--- config.mk ---
export PLATFORM = sky130hd
export DESIGN_NAME = mul_div_unit
export DESIGN_NICKNAME = d
export VERILOG_FILES = /design/src/rtl/mul_div_unit.sv
export SDC_FILE = /design/constraint.sdc
export NUM_CORES = 1
export LEC_CHECK = 0
export CORE_MARGIN = 2
export CORE_UTILIZATION = 60
export CTS_CLUSTER_DIAMETER = 100
export CTS_CLUSTER_SIZE = 14
export DETAILED_ROUTE_END_ITERATION = 8
export PLACE_DENSITY = 0.89
export REMOVE_ABC_BUFFERS = 1
export SYNTH_ARGS = -nofsm -noshare
export SYNTH_HDL_FRONTEND = slang
export SYNTH_SLANG_ARGS = --single-unit
--- constraint.sdc ---
create_clock -name clk -period 3.8 [get_ports clk]
set_input_delay 0.76 -clock clk [delete_from_list [all_inputs] [get_ports clk]]
set_output_delay 0.76 -clock clk [all_outputs]
set_load 0.05 [all_outputs]
--- src/rtl/mul_div_unit.sv ---
// rtl/mul_div_unit.sv - iterative MIPS multiply/divide unit with private HI/LO
//
// Purpose: runs MULT/MULTU/DIV/DIVU over WIDTH iterations into HI/LO and
// services MTHI/MTLO writes while idle.
// Ports:
//   clk, rst     clock, synchronous active-high reset
//   start, op    launch (idle only); 00 MULT, 01 MULTU, 10 DIV, 11 DIVU
//   A, B         register-file read data 1/2 (sampled only on the start edge)
//   HIWr, LOWr   MTHI/MTLO: write A into HI/LO (idle, no start)
//   busy, done   stall request; one-cycle result-valid pulse
//   HI, LO       result registers
module mul_div_unit #(
    parameter int WIDTH = 32
) (
    input  logic             clk,
    input  logic             rst,
    input  logic             start,
    input  logic [1:0]       op,
    input  logic [WIDTH-1:0] A,
    input  logic [WIDTH-1:0] B,
    input  logic             HIWr,
    input  logic             LOWr,
    output logic             busy,
    output logic             done,
    output logic [WIDTH-1:0] HI,
    output logic [WIDTH-1:0] LO
);

    localparam logic [1:0] S_IDLE = 2'd0;
    localparam logic [1:0] S_CALC = 2'd1;
    localparam logic [1:0] S_FIX  = 2'd2;

    localparam int CW = $clog2(WIDTH + 1);
    localparam logic [CW-1:0] LAST_ITER = CW'(WIDTH - 1);

    logic [1:0]         state_q, state_d;
    logic [CW-1:0]      count_q, count_d;
    logic               is_div_q, is_div_d;
    logic               neg_q, neg_d;       // result (product/quotient) negated
    logic               sa_q, sa_d;         // remainder negated
    logic               div0_q, div0_d;
    logic [WIDTH-1:0]   a_raw_q, a_raw_d;   // raw A, only needed for divide by zero
    logic [WIDTH-1:0]   b_q, b_d;           // multiplicand or divisor magnitude
    logic [2*WIDTH-1:0] acc_q, acc_d;       // {partial/remainder, multiplier/quotient}
    logic [WIDTH-1:0]   hi_q, hi_d;
    logic [WIDTH-1:0]   lo_q, lo_d;
    logic               done_q, done_d;

    // Operand magnitudes for the launch edge
    logic               is_signed_op;
    logic               a_neg, b_neg;
    logic [WIDTH-1:0]   a_mag, b_mag;

    assign is_signed_op = ~op[0];
    assign a_neg        = is_signed_op & A[WIDTH-1];
    assign b_neg        = is_signed_op & B[WIDTH-1];
    assign a_mag        = a_neg ? (~A + 1'b1) : A;
    assign b_mag        = b_neg ? (~B + 1'b1) : B;

    // Shift-add step: add multiplicand into the upper half when the current
    // multiplier bit is set, then shift the whole accumulator right (carry in).
    logic [WIDTH:0]     mul_sum;
    logic [2*WIDTH-1:0] mul_next;

    assign mul_sum  = {1'b0, acc_q[2*WIDTH-1:WIDTH]} + {1'b0, (acc_q[0] ? b_q : '0)};
    assign mul_next = {mul_sum, acc_q[WIDTH-1:1]};

    // Restoring divide step: shift the next dividend bit into the remainder and
    // subtract when it fits. The remainder stays below the divisor, so the
    // modular WIDTH-bit subtraction is exact.
    logic [WIDTH:0]     div_shift;
    logic               div_ge;
    logic [WIDTH-1:0]   div_rem;
    logic [2*WIDTH-1:0] div_next;

    assign div_shift = acc_q[2*WIDTH-1:WIDTH-1];
    assign div_ge    = (div_shift >= {1'b0, b_q});
    assign div_rem   = div_ge ? (div_shift[WIDTH-1:0] - b_q) : div_shift[WIDTH-1:0];
    assign div_next  = {div_rem, acc_q[WIDTH-2:0], div_ge};

    // Sign correction for the FIX edge
    logic [2*WIDTH-1:0] prod_fixed;
    logic [WIDTH-1:0]   quo_fixed, rem_fixed;

    assign prod_fixed = neg_q ? (~acc_q + 1'b1) : acc_q;
    assign quo_fixed  = neg_q ? (~acc_q[WIDTH-1:0] + 1'b1) : acc_q[WIDTH-1:0];
    assign rem_fixed  = sa_q ? (~acc_q[2*WIDTH-1:WIDTH] + 1'b1) : acc_q[2*WIDTH-1:WIDTH];

    always_comb begin
        state_d  = state_q;
        count_d  = count_q;
        is_div_d = is_div_q;
        neg_d    = neg_q;
        sa_d     = sa_q;
        div0_d   = div0_q;
        a_raw_d  = a_raw_q;
        b_d      = b_q;
        acc_d    = acc_q;
        hi_d     = hi_q;
        lo_d     = lo_q;
        done_d   = 1'b0;

        case (state_q)
            S_IDLE: begin
                if (start) begin
                    state_d  = S_CALC;
                    count_d  = '0;
                    is_div_d = op[1];
                    neg_d    = a_neg ^ b_neg;
                    sa_d     = op[1] & a_neg;
                    div0_d   = op[1] & (B == '0);
                    a_raw_d  = A;
                    if (op[1]) begin
                        b_d   = b_mag;
                        acc_d = {{WIDTH{1'b0}}, a_mag};
                    end else begin
                        b_d   = a_mag;
                        acc_d = {{WIDTH{1'b0}}, b_mag};
                    end
                end else begin
                    if (HIWr) hi_d = A;
                    if (LOWr) lo_d = A;
                end
            end
            S_CALC: begin
                acc_d   = is_div_q ? div_next : mul_next;
                count_d = count_q + 1'b1;
                if (count_q == LAST_ITER) state_d = S_FIX;
            end
            S_FIX: begin
                if (!is_div_q) begin
                    hi_d = prod_fixed[2*WIDTH-1:WIDTH];
                    lo_d = prod_fixed[WIDTH-1:0];
                end else if (div0_q) begin
                    hi_d = a_raw_q;
                    lo_d = '1;
                end else begin
                    hi_d = rem_fixed;
                    lo_d = quo_fixed;
                end
                done_d  = 1'b1;
                state_d = S_IDLE;
            end
            default: state_d = S_IDLE;
        endcase
    end

    always_ff @(posedge clk) begin
        if (rst) begin
            state_q  <= S_IDLE;
            count_q  <= '0;
            is_div_q <= 1'b0;
            neg_q    <= 1'b0;
            sa_q     <= 1'b0;
            div0_q   <= 1'b0;
            a_raw_q  <= '0;
            b_q      <= '0;
            acc_q    <= '0;
            hi_q     <= '0;
            lo_q     <= '0;
            done_q   <= 1'b0;
        end else begin
            state_q  <= state_d;
            count_q  <= count_d;
            is_div_q <= is_div_d;
            neg_q    <= neg_d;
            sa_q     <= sa_d;
            div0_q   <= div0_d;
            a_raw_q  <= a_raw_d;
            b_q      <= b_d;
            acc_q    <= acc_d;
            hi_q     <= hi_d;
            lo_q     <= lo_d;
            done_q   <= done_d;
        end
    end

    assign busy = (state_q != S_IDLE);
    assign done = done_q;
    assign HI   = hi_q;
    assign LO   = lo_q;

endmodule

# Word-level counts from Yosys, hierarchy flattened
# Index checks and enable logic that the tools add are counted.
[word_totals]
word_cells = 78
ff_bits = 205
input_bits = 71
output_inout_bits = 66
[op_classes]
reduce_logical = 10
addsub = 8
n_bitwise = 11
muxes = 28
n_eq_ne = 8
order_cmp = 1
[op_table]
columns = ["cell", "n"]
rows = [
  ["32-bit 2-to-1 mux", 16],
  ["64-bit 2-to-1 mux", 3],
  ["32-bit by 1-bit adder with 32-bit output (second input constant)", 4],
  ["32-bit NOT", 4],
  ["32-bit one-hot mux with 2 select lines", 2],
  ["64-bit one-hot mux with 2 select lines", 1],
  ["64-bit by 1-bit adder with 64-bit output (second input constant)", 1],
  ["64-bit NOT", 1],
  ["32-bit by 32-bit adder with 33-bit output", 1],
  ["33-bit by 32-bit greater-or-equal comparator with 1-bit output", 1],
  ["32-bit zero test", 1],
  ["32-bit subtractor", 1],
  ["6-bit one-hot mux with 2 select lines", 1],
  ["2-bit != test (second input constant)", 5],
  ["6-bit by 1-bit adder with 6-bit output (second input constant)", 1],
  ["6-bit by 5-bit == test with 1-bit output (second input constant)", 1],
  ["6-bit 2-to-1 mux", 1],
  ["2-bit AND reduction", 3],
  ["3-bit AND reduction", 2],
  ["2-bit nonzero test", 3],
  ["1-bit AND", 4],
  ["2-bit 2-to-1 mux", 2],
  ["2-bit one-hot mux with 2 select lines", 1],
  ["2-bit by 1-bit == test with 1-bit output (second input constant)", 1],
  ["other kinds (5)", 5],
]

# Longest topological paths before layout
# Gate-level depths: netlist of run 1.
[logic_depth]
word_depth = 6
ltp_mapped = 14
ltp_nobuf = 13

# Worst setup path after synthesis of run 1
# Ideal clock, no wire load.
[synth_timing]
path_kind = "input port to flip-flop"
startpoint = "input port A[4]"
endpoint = "register acc_q[27]"
arrival_ns = 2.973
n_path_buf = 1
cell_stages = 10
setup_ns = 0.137
slack_ns = 0.690
required_time_ns = 3.663
cell_sequence = "clkbuf_1 -> or4_1 -> nor4_2 -> and3_1 -> nand3b_1 -> o21ai_1 -> xor2_1 -> a211oi_1 -> a211oi_1 -> a211oi_1"
[synth_via]
elab_chain_len = 6
[synth_rtl]
columns = ["element", "line_no", "text"]
rows = [
  ["start, declared", "19", "input logic [WIDTH-1:0] A,"],
  ["32-bit NOT", "57", "assign a_mag = a_neg ? (~A + 1'b1) : A;"],
  ["32-bit by 1-bit adder with 32-bit output", "57", ""],
  ["32-bit 2-to-1 mux", "57", ""],
  ["32-bit 2-to-1 mux", "113", "if (op[1]) begin"],
  ["64-bit 2-to-1 mux", "105", "if (start) begin"],
  ["64-bit one-hot mux with 2 select lines", "103", "case (state_q)"],
  ["end signal, assigned", "158", "acc_q <= '0;"],
  ["end signal, assigned", "171", "acc_q <= acc_d;"],
  ["end, declared", "44", "logic [2*WIDTH-1:0] acc_q, acc_d;"],
]
# No other way between the ends. The select of a mux whose other input is x is not followed.
# A chain may end at the register's enable or synchronous reset.

# Worst setup path in the final report of run 1
[layout_timing]
startpoint = "register acc_q[0]"
endpoint = "register acc_q[63]"
[layout_via]
elab_chain_len = 4
[layout_rtl]
columns = ["element", "line_no", "text"]
rows = [
  ["32-bit 2-to-1 mux", "65", "assign mul_sum = {1'b0, acc_q[2*WIDTH-1:WIDTH]} + {1'b0, (acc_q[0] ? b_q : '0)};"],
  ["32-bit by 32-bit adder with 33-bit output", "65", ""],
  ["64-bit 2-to-1 mux", "126", "acc_d = is_div_q ? div_next : mul_next;"],
  ["64-bit one-hot mux with 2 select lines", "103", ""],
]
# No other way between the ends.

==> results of run 1 <==
==> flip-flops by register name (all words and copies together), names as in the netlist <==
signal,flops
HI,32
b_q,32
a_raw_q,32
sa_q,1
count_q,6
done,1
acc_q,64
div0_q,1
is_div_q,1
state_q,2
LO,32
neg_q,1
==> cells by family (layout without fill, tap and decap cells) <==
| family | Yosys count | in the layout | share of synthesized area |
|---|---|---|---|
| DFF | 205 | 205 | 0.246 |
| muxes | 59 | 59 | 0.0356 |
| AOI/OAI and AO/OA | 756 | 756 | 0.296 |
| xor gates and xnor gates | 184 | 184 | 0.0965 |
| buffers and inverters | 265 | 361 | 0.0620 |
| adders and majority gates | 71 | 71 | 0.0541 |
| and+or+nand+nor | 747 | 747 | 0.210 |
==> power breakdown <==
part	internal (mW)	total, mW	switching, mW
clock	0.960	1.82	0.861
sequential	2.28	2.44	0.160
combinational	0.831	2.17	1.34
==> worst max-delay path, delay by kind of cell (launching register included) <==
family / cells / cell delay [ps]
AOI/OAI and AO/OA: 8 / 2060
adders and majority gates: 2 / 570
DFF: 1 / 450
and+or+nand+nor: 2 / 380
buffers and inverters: 1 / 60
==> worst max-delay path by stage <==
stage | startpoint | cells past startpoint | slack (ps) | end
2_1_floorplan | is_div_q$_SDFFE_PP0P_ | 7 | -500 | HI[21]$_SDFFE_PP0P_
6_report | acc_q[0]$_SDFFE_PP0P_ | 13 | 230 | acc_q[63]$_SDFFE_PP0P_
3_5_place_dp | B[4] | 8 | -100 | acc_q[23]$_SDFFE_PP0P_
4_1_cts | acc_q[0]$_SDFFE_PP0P_ | 13 | 190 | acc_q[62]$_SDFFE_PP0P_
3_3_place_gp | B[4] | 10 | -30 | b_q[23]$_SDFFE_PP0P_
5_1_grt | acc_q[0]$_SDFFE_PP0P_ | 13 | 40 | acc_q[62]$_SDFFE_PP0P_
==> layer usage <==
layer  global-route usage  wire length (um)  up-vias
met1                0.526             23200     8665
met2                0.627             26400     1303
li1                     -                 -     8482
met4                0.195              3090        0
met5                    0                 0        -
met3               0.0969              8140      256
==> cell type report <==
class / count / area, sq um / area share
tap: 378 / 473 / 0.0245
clock buffer: 21 / 483 / 0.0250
timing repair buffer: 267 / 2360 / 0.122
sequential: 205 / 4110 / 0.213
multi-input combinational: 1817 / 11600 / 0.600
inverter: 72 / 270 / 0.0140
clock inverter: 1 / 30.0 / 0.00155
==> cell usage in the layout (no fill, tap or decap), types with 12 or more instances in the layout <==
cell,n
a211oi_1,75
a21o_1,21
a21oi_1,228
a221oi_1,18
a22oi_1,17
a31oi_1,26
and3_1,12
buf_4,130
clkbuf_16,19
clkdlybuf4s50_1,134
dfxtp_1,202
ha_1,69
inv_1,70
mux2i_1,56
nand2_1,289
nand2b_1,19
nand3_1,38
nand4_1,16
nor2_1,203
nor2b_1,19
nor3_1,33
nor4_1,19
o211ai_1,40
o21a_1,12
o21ai_0,140
o221ai_1,50
o31ai_1,28
o41ai_1,12
or3_1,26
or4_1,15
xnor2_1,121
xor2_1,63
==> timing repair <==
action	CTS	global route
setup buffers	0	0
endpoints found under the hold margin	0	0
resized for setup	0	2
endpoints found under the setup margin	0	2
==> summary.txt, run 1 <==
Placed design
  – Dpl cells: 2739
  – Gpl congestion: around 1.0
  – Place WS: -98.8 ps
  – Area after DPL: about 19000 sq um
  – Post-DP HPWL: 44700 um
  – # port buffers: ~140

Cells and area
  – Inserted Diodes: 0
  – Fin util: 0.700
  – Area grow syn2layout: 15.7%
  – Nets: 2523
  – Final instance area: just under 20000 sq um
  – Final std cells w/o fill: ~2800
  – Fraction of layout cells with a size suffix above 1: 0.0852
  – Fillers: between 2000 and 2500

Die
  – Die height: roughly 170 um
  – Die width: roughly 170 um
  – Full die area: approximately 29000 sq um
  – Placeable Area: approximately 28000 sq um
  – Initial core utilization: 0.605
  – Rows: 61
  – I/O pin count: around 140

Critical path
  – Cell count of the worst reg-to-reg path: 13
  – FF-to-FF End: acc_q[63]$_SDFFE_PP0P_
  – Worst reg2reg setup slack: between 200 and 250 ps
  – CP startpoint kind: flip-flop
  – Req. time, crit path: 4240 ps
  – Crit path cell chain: and2_1, ha_1, inv_1, fa_1, nand2b_1, a21oi_1, o2111ai_1, a31oi_1, a31oi_1, o311a_1, o21ai_0, a31oi_1, a211oi_1
  – Crit-path max FO: 4
  – CP arrival: ~4000 ps
  – Critical Path Sink Type: flip-flop
  – CP max stage delay: roughly 450 ps
  – Critical path type: flip-flop to flip-flop
  – Crit-path slowest cell: dfxtp_1
  – Crit path top cell by count: a31oi_1
  – R2R Path Start: acc_q[0]$_SDFFE_PP0P_

Pwr
  – PwrDens: 333 nW/um^2
  – Total Power: between 6 and 7 mW
  – VDD IR max: around 0.00033 V
  – Static leakage: ~7.2 nW

Global routing
  – Total Routing Usage GR: 0.403
  – Largest net degree at the start of global routing: 92
  – Grt ovf: 0
  – Initial antenna violation count: 0
  – Global-route wire length before repair: around 94000 um
  – Number of global-route vias before repair: roughly 17000

Yosys
  – Post-synth top area cell: dfxtp_1
  – Most common cell in the netlist: nand2_1
  – Asr flop ratio synth: 0
  – Ys flop type: dfxtp_1
  – Synth top area cells: dfxtp_1 25%, a21oi_1 6.8%, nand2_1 6.5%
  – Post-synth EDFFs: 0
  – Synth unique cells: between 80 and 90
  – Seq cells post-synth: around 200
  – Ys Warns: 0
  – Mapped cell area: 16700 sq um
  – Mapped Cells: about 2300
  – Synth Area per Inst: approximately 7.3 sq um
  – Post-synth top cells: 289 x nand2_1, 228 x a21oi_1, 208 x nor2_1, 205 x dfxtp_1, 158 x clkbuf_1
  – Yosys top cell area share: 0.246
  – Register area share after synthesis: 0.246

Route
  – Drt total wl: 60800 um
  – DRC: 0
  – Final ANT Viol Nets: 0
  – Via count: ~19000
  – 1st-pass router iterations: 6
  – Starting DRT DRC Count: ~2300
  – WL/cell: roughly 22 um
  – Via/cell ratio: between 6 and 7

STA
  – Max_slew headroom: 0.338
  – Tcrit/Tclk final: 0.940
  – Final WS setup: 226 ps
  – # setup viols final: 0
  – Clock skew: ~17 ps
  – Total negative setup slack: 0 ps
  – Max Freq: around 0.28 GHz
  – Worst Tran Pin Value: ~1000 ps
  – RSZ-0062 raised after global routing: no
  – Final Max Tran Viols: 0
  – Final Hold Vio Count: 0
  – Hold_ws: 455 ps
  – Min cycle time layout: ~3600 ps

CTS
  – CTS H-tree depth: 1
  – CTS Buf Count: 18
  – Clock Sinks: approximately 210
  – CTS tree: done
  – CTS Root Cell: clkbuf_16
  – Clock Latency Late Sink: between 500 and 600 ps
  – Worst-path clk slew: approximately 80 ps
  – CTS Hold Bufs: 0
  – CTS max path bufs: 3

Status
  – Status: finished, final reports clean

Min path
  – Min-Delay Endpoint: LO[6]$_SDFFE_PP0P_
  – Hold path depth: 2
  – Min-delay src: LO[6]$_SDFFE_PP0P_
  – Hold Crit Class: flip-flop to flip-flop

Flow run
  – Max_cap viols: 0
No activity file was read; power rests on OpenSTA's default activity.
==> run 2, diff against run 1 <==
--- a/config.mk
+++ b/config.mk
@@ -6,12 +6,13 @@
 export NUM_CORES = 1
 export LEC_CHECK = 0
 export CORE_MARGIN = 2
-export CORE_UTILIZATION = 60
+export CORE_UTILIZATION = 35
 export CTS_CLUSTER_DIAMETER = 100
 export CTS_CLUSTER_SIZE = 14
 export DETAILED_ROUTE_END_ITERATION = 8
-export PLACE_DENSITY = 0.89
+export PLACE_DENSITY = 0.59
 export REMOVE_ABC_BUFFERS = 1
+export SKIP_CTS_REPAIR_TIMING = 1
 export SYNTH_ARGS = -nofsm -noshare
 export SYNTH_HDL_FRONTEND = slang
 export SYNTH_SLANG_ARGS = --single-unit
==> run 2 against run 1 <==
  * Cell count increased by 10%
  * Clock power increased by 5%
  * Register-to-register slack got worse by 60 ps
  * Design area increased by 3.8%
  * Critical path type unchanged
  * Critical endpoint is now acc_q[32]$_SDFFE_PP0P_
==> summary.txt, run 2 (synthesis gave the netlist of run 1 again) <==
Status
  – Status: finished, final reports clean

CTS
  – CTS tree: done
  – CTS H-tree depth: 1 (unchanged)
  – CTS Root Cell: clkbuf_16
  – CTS Buf Count: 19 (+1)
  – Clock Latency Late Sink: 530 ps (about the same)
  – Clock Sinks: 205 (unchanged)
  – Worst-path clk slew: 70 ps (about the same)
  – CTS max path bufs: 3 (unchanged)

Critical path
  – Crit-path slowest cell: a221oi_2
  – Critical Path Sink Type: flip-flop
  – CP arrival: 4060 ps (+50 ps)
  – CP max stage delay: 950 ps (+500 ps)
  – Cell count of the worst reg-to-reg path: 11 (-2)
  – Req. time, crit path: 4220 ps (-20 ps)
  – Crit-path max FO: 9 (+5)
  – Crit path cell chain: inv_1, ha_1, nor2b_1, o2111a_1, o2111ai_1, a311o_1, a21oi_2, a221oi_2, buf_4, o21ai_0, a221o_1
  – Critical path type: flip-flop to flip-flop
  – CP Launch Point: b_q[1]$_SDFFE_PP0P_
  – CP startpoint kind: flip-flop
  – R2R Path Start: b_q[1]$_SDFFE_PP0P_

Die
  – Full die area: 49500 sq um (+70%)
  – Initial core utilization: 0.352 (-0.253)
  – Die width: 222 um (+30%)
  – Rows: 80 (+31%)
  – I/O pin count: 137 (unchanged)
  – Die height: 222 um (+30%)
  – Placeable Area: 47400 sq um (+72%)

Pwr
  – VDD IR max: 0.000266 V (-20%)
  – Psw: 2.47 mW (+4.9%)
  – Sequential Power Share: 0.366 (-0.014)
  – PwrDens: 331 nW/um^2 (-0.58%)
  – Internal power: 4.16 mW (+2.1%)
  – Clock network fraction of total power: 0.288 (+0.005)
  – Switch share: 0.373 (+0.00632)
  – Comb pwr share: 0.346 (+0.009)
  – Static leakage: 7.46 nW (+3.6%)

Global routing
  – GR peak layer: met2
  – Number of global-route vias before repair: 17300 (-1.0%)
  – Global-route met1 utilization: 0.357 (-0.169)
  – M3 GR Usage: 0.0415 (-0.0554)
  – Grt ovf: 0 (unchanged)
  – Global-route wire length before repair: 102000 um (+9.1%)
  – Total Routing Usage GR: 0.261 (-0.143)
  – Largest net degree at the start of global routing: 137 (+49%)
  – Initial antenna violation count: 1 (+1)
  – Met2 Use GR: 0.416 (-0.211)

Cells and area
  – Fraction of layout cells with a size suffix above 1: 0.106 (+0.0212)
  – Most frequent cells in the layout: 289 x nand2_1, 228 x a21oi_1, 204 x nor2_1, 200 x dfxtp_1, 177 x buf_4
  – Top reg by flops: acc_q
  – Area of the multi-input gates: 11600 sq um (about the same)
  – Largest register FFs: 64 (unchanged)
  – Fin util: 0.423 (-0.277)
  – Most frequent standard cell in the layout excluding fill and tap cells: nand2_1
  – Inserted Diodes: 0 (unchanged)
  – Fillers: 4968 (+120%)
  – Area grow syn2layout: 20.1%
  – Storage cell area: 4110 sq um (about the same)
  – Nets: 2574 (+2.0%)

STA
  – Min cycle time layout: 3640 ps (+64.5 ps)
  – Final Hold Vio Count: 0 (unchanged)
  – Final Max Tran Viols: 0 (unchanged)
  – Final WS setup: 162 ps (-64.5 ps)
  – Max_slew headroom: 0.253 (-0.0849)
  – Max Freq: 0.275 GHz (-1.8%)
  – RSZ-0062 raised after global routing: no
  – Tcrit/Tclk final: 0.957 (+0.0170)
  – Worst Tran Pin Value: 1120 ps (+128 ps)
  – # setup viols final: 0 (unchanged)
  – Clock skew: 18.2 ps (+1.48 ps)

Placed design
  – Gpl congestion: 0.963 (-8.0%)
  – Place WS: -63.6 ps (+35.2 ps)
  – Post-DP HPWL: 50500 um (+13%)
  – # port buffers: 136 (unchanged)

Route
  – Drt total wl: 67200 um (+11%)
  – DRC: 0 (unchanged)
  – Final ANT Viol Nets: 0 (unchanged)
  – Starting DRT DRC Count: 1917 (-17%)
  – 1st-pass router iterations: 6 (unchanged)
  – Via/cell ratio: 6.01 (-11%)
  – Via count: 18300 (-1.9%)
  – WL/cell: 22.0 um (about the same)

Flow run
  – Max_cap viols: 0 (unchanged)

Min path
  – Hold path depth: 2 (unchanged)
  – Min-delay src: LO[0]$_SDFFE_PP0P_
  – Hold Crit Class: flip-flop to flip-flop
-- run 2: cell types whose count changed in the layout (fill, tap and decap cells not counted), moves of 2 or more --
cell / delta
buf_4: +47
dfxtp_2: +2
dfxtp_1: -2
buf_12: +2
-- run 2: final cells by class --
class	instances	area share
clock buffer	20	0.0239
clock inverter	4	0.00256
inverter	72	0.0135
multi-input combinational	1817	0.579
sequential	205	0.205
tap	615	0.0384
timing repair buffer	317	0.138
-- run 2: per-stage QoR --
stage | hold WS [ps] | instances | TNS, ps | total power, mW | instance area, sq um
6_report | 454 | 3050 | 0 | 6.63 | 20100
5_1_grt | 476 | 3050 | 0 | 6.91 | 20100
4_1_cts | 455 | 3050 | 0 | 6.61 | 20000
3_5_place_dp | 445 | 3026 | -90.9 | 4.71 | 19500
3_3_place_gp | 440 | 3026 | -120 | 4.70 | 19500
2_1_floorplan | 425 | 2094 | -7920 | 3.78 | 15900
-- run 2: worst max-delay path: cells and delay by family, from the launching register on --
family	cells	cell delay, ps
adders and majority gates	1	320
buffers and inverters	2	380
AOI/OAI and AO/OA	7	2270
and+or+nand+nor	1	150
DFF	1	410
-- run 2: path summary, 6_finish.rpt --
kind                            endpoint  slack, ps
setup / recovery  acc_q[32]$_SDFFE_PP0P_        160
hold reg to reg       LO[0]$_SDFFE_PP0P_        450
setup reg to reg  acc_q[32]$_SDFFE_PP0P_        160
hold / removal        LO[0]$_SDFFE_PP0P_        450
-- run 2: per-layer routing --
metal,part of all wire,vias up
li1,-,8602
met1,0.44,8720
met2,0.44,879
met3,0.087,141
met4,0.035,0
met5,0,-
-- run 2: power groups by stage --
stage | clock network (mW) | logic, mW | registers, mW
6_report | 1.91 | 2.29 | 2.43
2_1_floorplan | 0 | 1.19 | 2.58
3_3_place_gp | 0 | 2.23 | 2.47
5_1_grt | 2.00 | 2.46 | 2.45
3_5_place_dp | 0 | 2.24 | 2.47
4_1_cts | 1.93 | 2.25 | 2.43
==> run 3, diff against run 2 <==
--- a/config.mk
+++ b/config.mk
@@ -5,7 +5,7 @@
 export SDC_FILE = /design/constraint.sdc
 export NUM_CORES = 1
 export LEC_CHECK = 0
-export CORE_MARGIN = 2
+export CORE_MARGIN = 4
 export CORE_UTILIZATION = 35
 export CTS_CLUSTER_DIAMETER = 100
 export CTS_CLUSTER_SIZE = 14
==> run 3 against run 2 <==
  * Worst hold slack improved by 1.1 ps
  * Wire length increased by 0.42%
  * Count of clock-buffer cells in the layout increased by 1
  * Sequential power about the same
  * Highest routed layer unchanged
==> summary.txt, run 3 (synthesis gave the netlist of run 1 again) <==
Status
  – Status: finished, final reports clean

Critical path
  – CP Buf/Inv Count: 1 (-1)
  – Critical Path Sink Type: flip-flop
  – Crit path top cell by count: a31oi_1
  – Req. time, crit path: 4240 ps (+20 ps)
  – FF-to-FF End: acc_q[63]$_SDFFE_PP0P_
  – Critical path type: flip-flop to flip-flop
  – CP Launch Point: acc_q[33]$_SDFFE_PP0P_
  – Crit path cell chain: inv_1, fa_1, nand2b_1, a21oi_1, o2111ai_1, a31oi_1, a31oi_1, o311a_1, o21ai_0, a31oi_1, a211oi_1
  – CP startpoint kind: flip-flop
  – Crit-path slowest cell: dfxtp_1
  – CP max stage delay: 550 ps (-400 ps)
  – WP depth: 11 (unchanged)
  – Worst reg2reg setup slack: 200 ps (+40 ps)
  – CP Capture Point: acc_q[63]$_SDFFE_PP0P_
  – Crit-path max FO: 9 (unchanged)
  – Largest delay share family, worst path: compound AO/OA/AOI/OAI gates
  – Cell count of the worst reg-to-reg path: 11 (unchanged)
  – R2R Path Start: acc_q[33]$_SDFFE_PP0P_
  – CP arrival: 4030 ps (-30 ps)

Pwr
  – Sequential Power Share: 0.374 (+0.008)
  – Internal power: 4.08 mW (-1.9%)
  – Total Power: 6.53 mW (-1.6%)
  – Switch share: 0.375 (+0.00196)
  – Clock network fraction of total power: 0.285 (-0.003)
  – Static leakage: 7.43 nW (-0.39%)
  – Comb pwr share: 0.341 (-0.005)
  – PwrDens: 326 nW/um^2 (-1.3%)
  – Psw: 2.45 mW (-1.1%)
  – VDD IR max: 0.000293 V (+10%)

Placed design
  – Place WS: -76.1 ps (-12.5 ps)
  – # port buffers: 136 (unchanged)
  – Post-DP HPWL: 51300 um (+1.6%)
  – Dpl cells: 3015 (-0.36%)
  – Gpl congestion: 0.990 (+2.8%)

Die
  – Initial core utilization: 0.357 (+0.00446)
  – Rows: 79 (-1.3%)
  – I/O pin count: 137 (unchanged)
  – Placeable Area: 46900 sq um (-1.3%)
  – Die height: 226 um (+1.8%)
  – Full die area: 51300 sq um (+3.6%)
  – Die width: 226 um (+1.8%)

Route
  – WL/cell: 22.2 um (+0.82%)
  – Drt total wl: 67500 um (+0.42%)
  – Via count: 18300 (-0.13%)
  – Final ANT Viol Nets: 0 (unchanged)
  – Starting DRT DRC Count: 2219 (+16%)
  – Via/cell ratio: 6.03 (+0.27%)
  – DRC: 0 (unchanged)
  – 1st-pass router iterations: 6 (unchanged)

Global routing
  – Total Routing Usage GR: 0.251 (-0.00971)
  – Number of global-route vias before repair: 17100 (-1.2%)
  – Grt ovf: 0 (unchanged)
  – Largest net degree at the start of global routing: 68 (-50%)
  – Global-route wire length before repair: 102000 um (-0.57%)
  – Initial antenna violation count: 1 (unchanged)

CTS
  – CTS H-tree depth: 1 (unchanged)
  – CTS Root Cell: clkbuf_16
  – CTS max path bufs: 3 (unchanged)
  – Clock Sinks: 205 (unchanged)
  – CTS tree: done
  – Clock Latency Late Sink: 530 ps (about the same)
  – CTS Buf Count: 19 (unchanged)
  – Worst-path clk slew: 80 ps (about the same)

STA
  – Max Freq: 0.278 GHz (+1.2%)
  – RSZ-0062 raised after global routing: no
  – Clock skew: 23.5 ps (+5.34 ps)
  – # setup viols final: 0 (unchanged)
  – Tcrit/Tclk final: 0.946 (-0.0112)
  – Final WS setup: 205 ps (+42.7 ps)
  – Final Hold Vio Count: 0 (unchanged)
  – Max_slew headroom: 0.318 (+0.0642)
  – Final Max Tran Viols: 0 (unchanged)
  – Min cycle time layout: 3600 ps (-42.7 ps)
  – Worst Tran Pin Value: 1020 ps (-100 ps)

Cells and area
  – Most frequent standard cell in the layout excluding fill and tap cells: nand2_1
  – Fraction of layout cells with a size suffix above 1: 0.104 (-0.00270)
  – Top reg by flops: acc_q
  – Largest register FFs: 64 (unchanged)
  – Nets: 2571 (-0.12%)
  – Final std cells w/o fill: 3038 (-0.39%)
  – Fin util: 0.427 (+0.00402)
  – Inserted Diodes: 0 (unchanged)
  – Most frequent cells in the layout: 289 x nand2_1, 228 x a21oi_1, 204 x nor2_1, 201 x dfxtp_1, 175 x buf_4
  – Area grow syn2layout: 19.7%

Min path
  – Hold path depth: 2 (unchanged)
  – Hold Crit Class: flip-flop to flip-flop

Flow run
  – Max_cap viols: 0 (unchanged)
-- run 3: changes by cell type in the layout (fill, tap and decap cells not counted), sizes merged --
cell,before,now
buf,183,180
bufinv,1,0
clkbuf,20,21
clkinv,2,1
clkinvlp,1,0
inv,72,73
-- run 3: stage by stage --
stage                     TNS (ps)  hold WS [ps]  area (sq um)
after detailed placement     -76.1           445         19500
after global routing             0           474         20000
after CTS                        0           455         20000
after global placement       -80.0           440         19500
final                            0           455         20000
after floorplan              -7920           425         15900
-- run 3: worst reg2reg max path, delay by kind of cell, from the launching register on --
kind / cells / cell delay (ps)
AOI/OAI and AO/OA: 8 / 2060
DFF: 1 / 550
adders and majority gates: 1 / 470
buffers and inverters: 1 / 210
and+or+nand+nor: 1 / 200
-- run 3: power groups by stage --
| stage | registers (mW) | logic [mW] | clock network, mW |
|---|---|---|---|
| floorplan | 2.58 | 1.19 | 0 |
| global placement | 2.48 | 2.16 | 0 |
| detailed placement | 2.49 | 2.17 | 0 |
| CTS | 2.44 | 2.18 | 1.89 |
| global route | 2.46 | 2.39 | 1.95 |
| finish | 2.44 | 2.23 | 1.86 |
-- run 3: routing by layer --
| metal | GRT usage | wire length [um] | vias to the layer above |
|---|---|---|---|
| met5 | 0 | 0 | - |
| met2 | 0.405 | 30100 | 887 |
| met4 | 0.0717 | 2010 | 0 |
| met1 | 0.349 | 29400 | 8739 |
| met3 | 0.0385 | 5930 | 112 |
| li1 | - | - | 8581 |
-- run 3: area by class of cell --
class	count	area, sq um
well taps	607	759
repair buffers	314	2730
flip-flops and latches	205	4110
clock inverters	2	20.0
multi-input cells	1817	11600
fillers	4866	26900
inverters	72	270
clock buffers	21	493
-- run 3: how the worst min path moves through the flow --
stage	start	slack, ps	to
6_report	LO[8]$_SDFFE_PP0P_	460	LO[8]$_SDFFE_PP0P_
5_1_grt	LO[1]$_SDFFE_PP0P_	470	LO[1]$_SDFFE_PP0P_
4_1_cts	a_raw_q[20]$_SDFFE_PP0P_	450	a_raw_q[20]$_SDFFE_PP0P_
3_5_place_dp	a_raw_q[20]$_SDFFE_PP0P_	450	a_raw_q[20]$_SDFFE_PP0P_
3_3_place_gp	LO[8]$_SDFFE_PP0P_	440	LO[8]$_SDFFE_PP0P_
2_1_floorplan	a_raw_q[23]$_SDFFE_PP0P_	430	a_raw_q[23]$_SDFFE_PP0P_
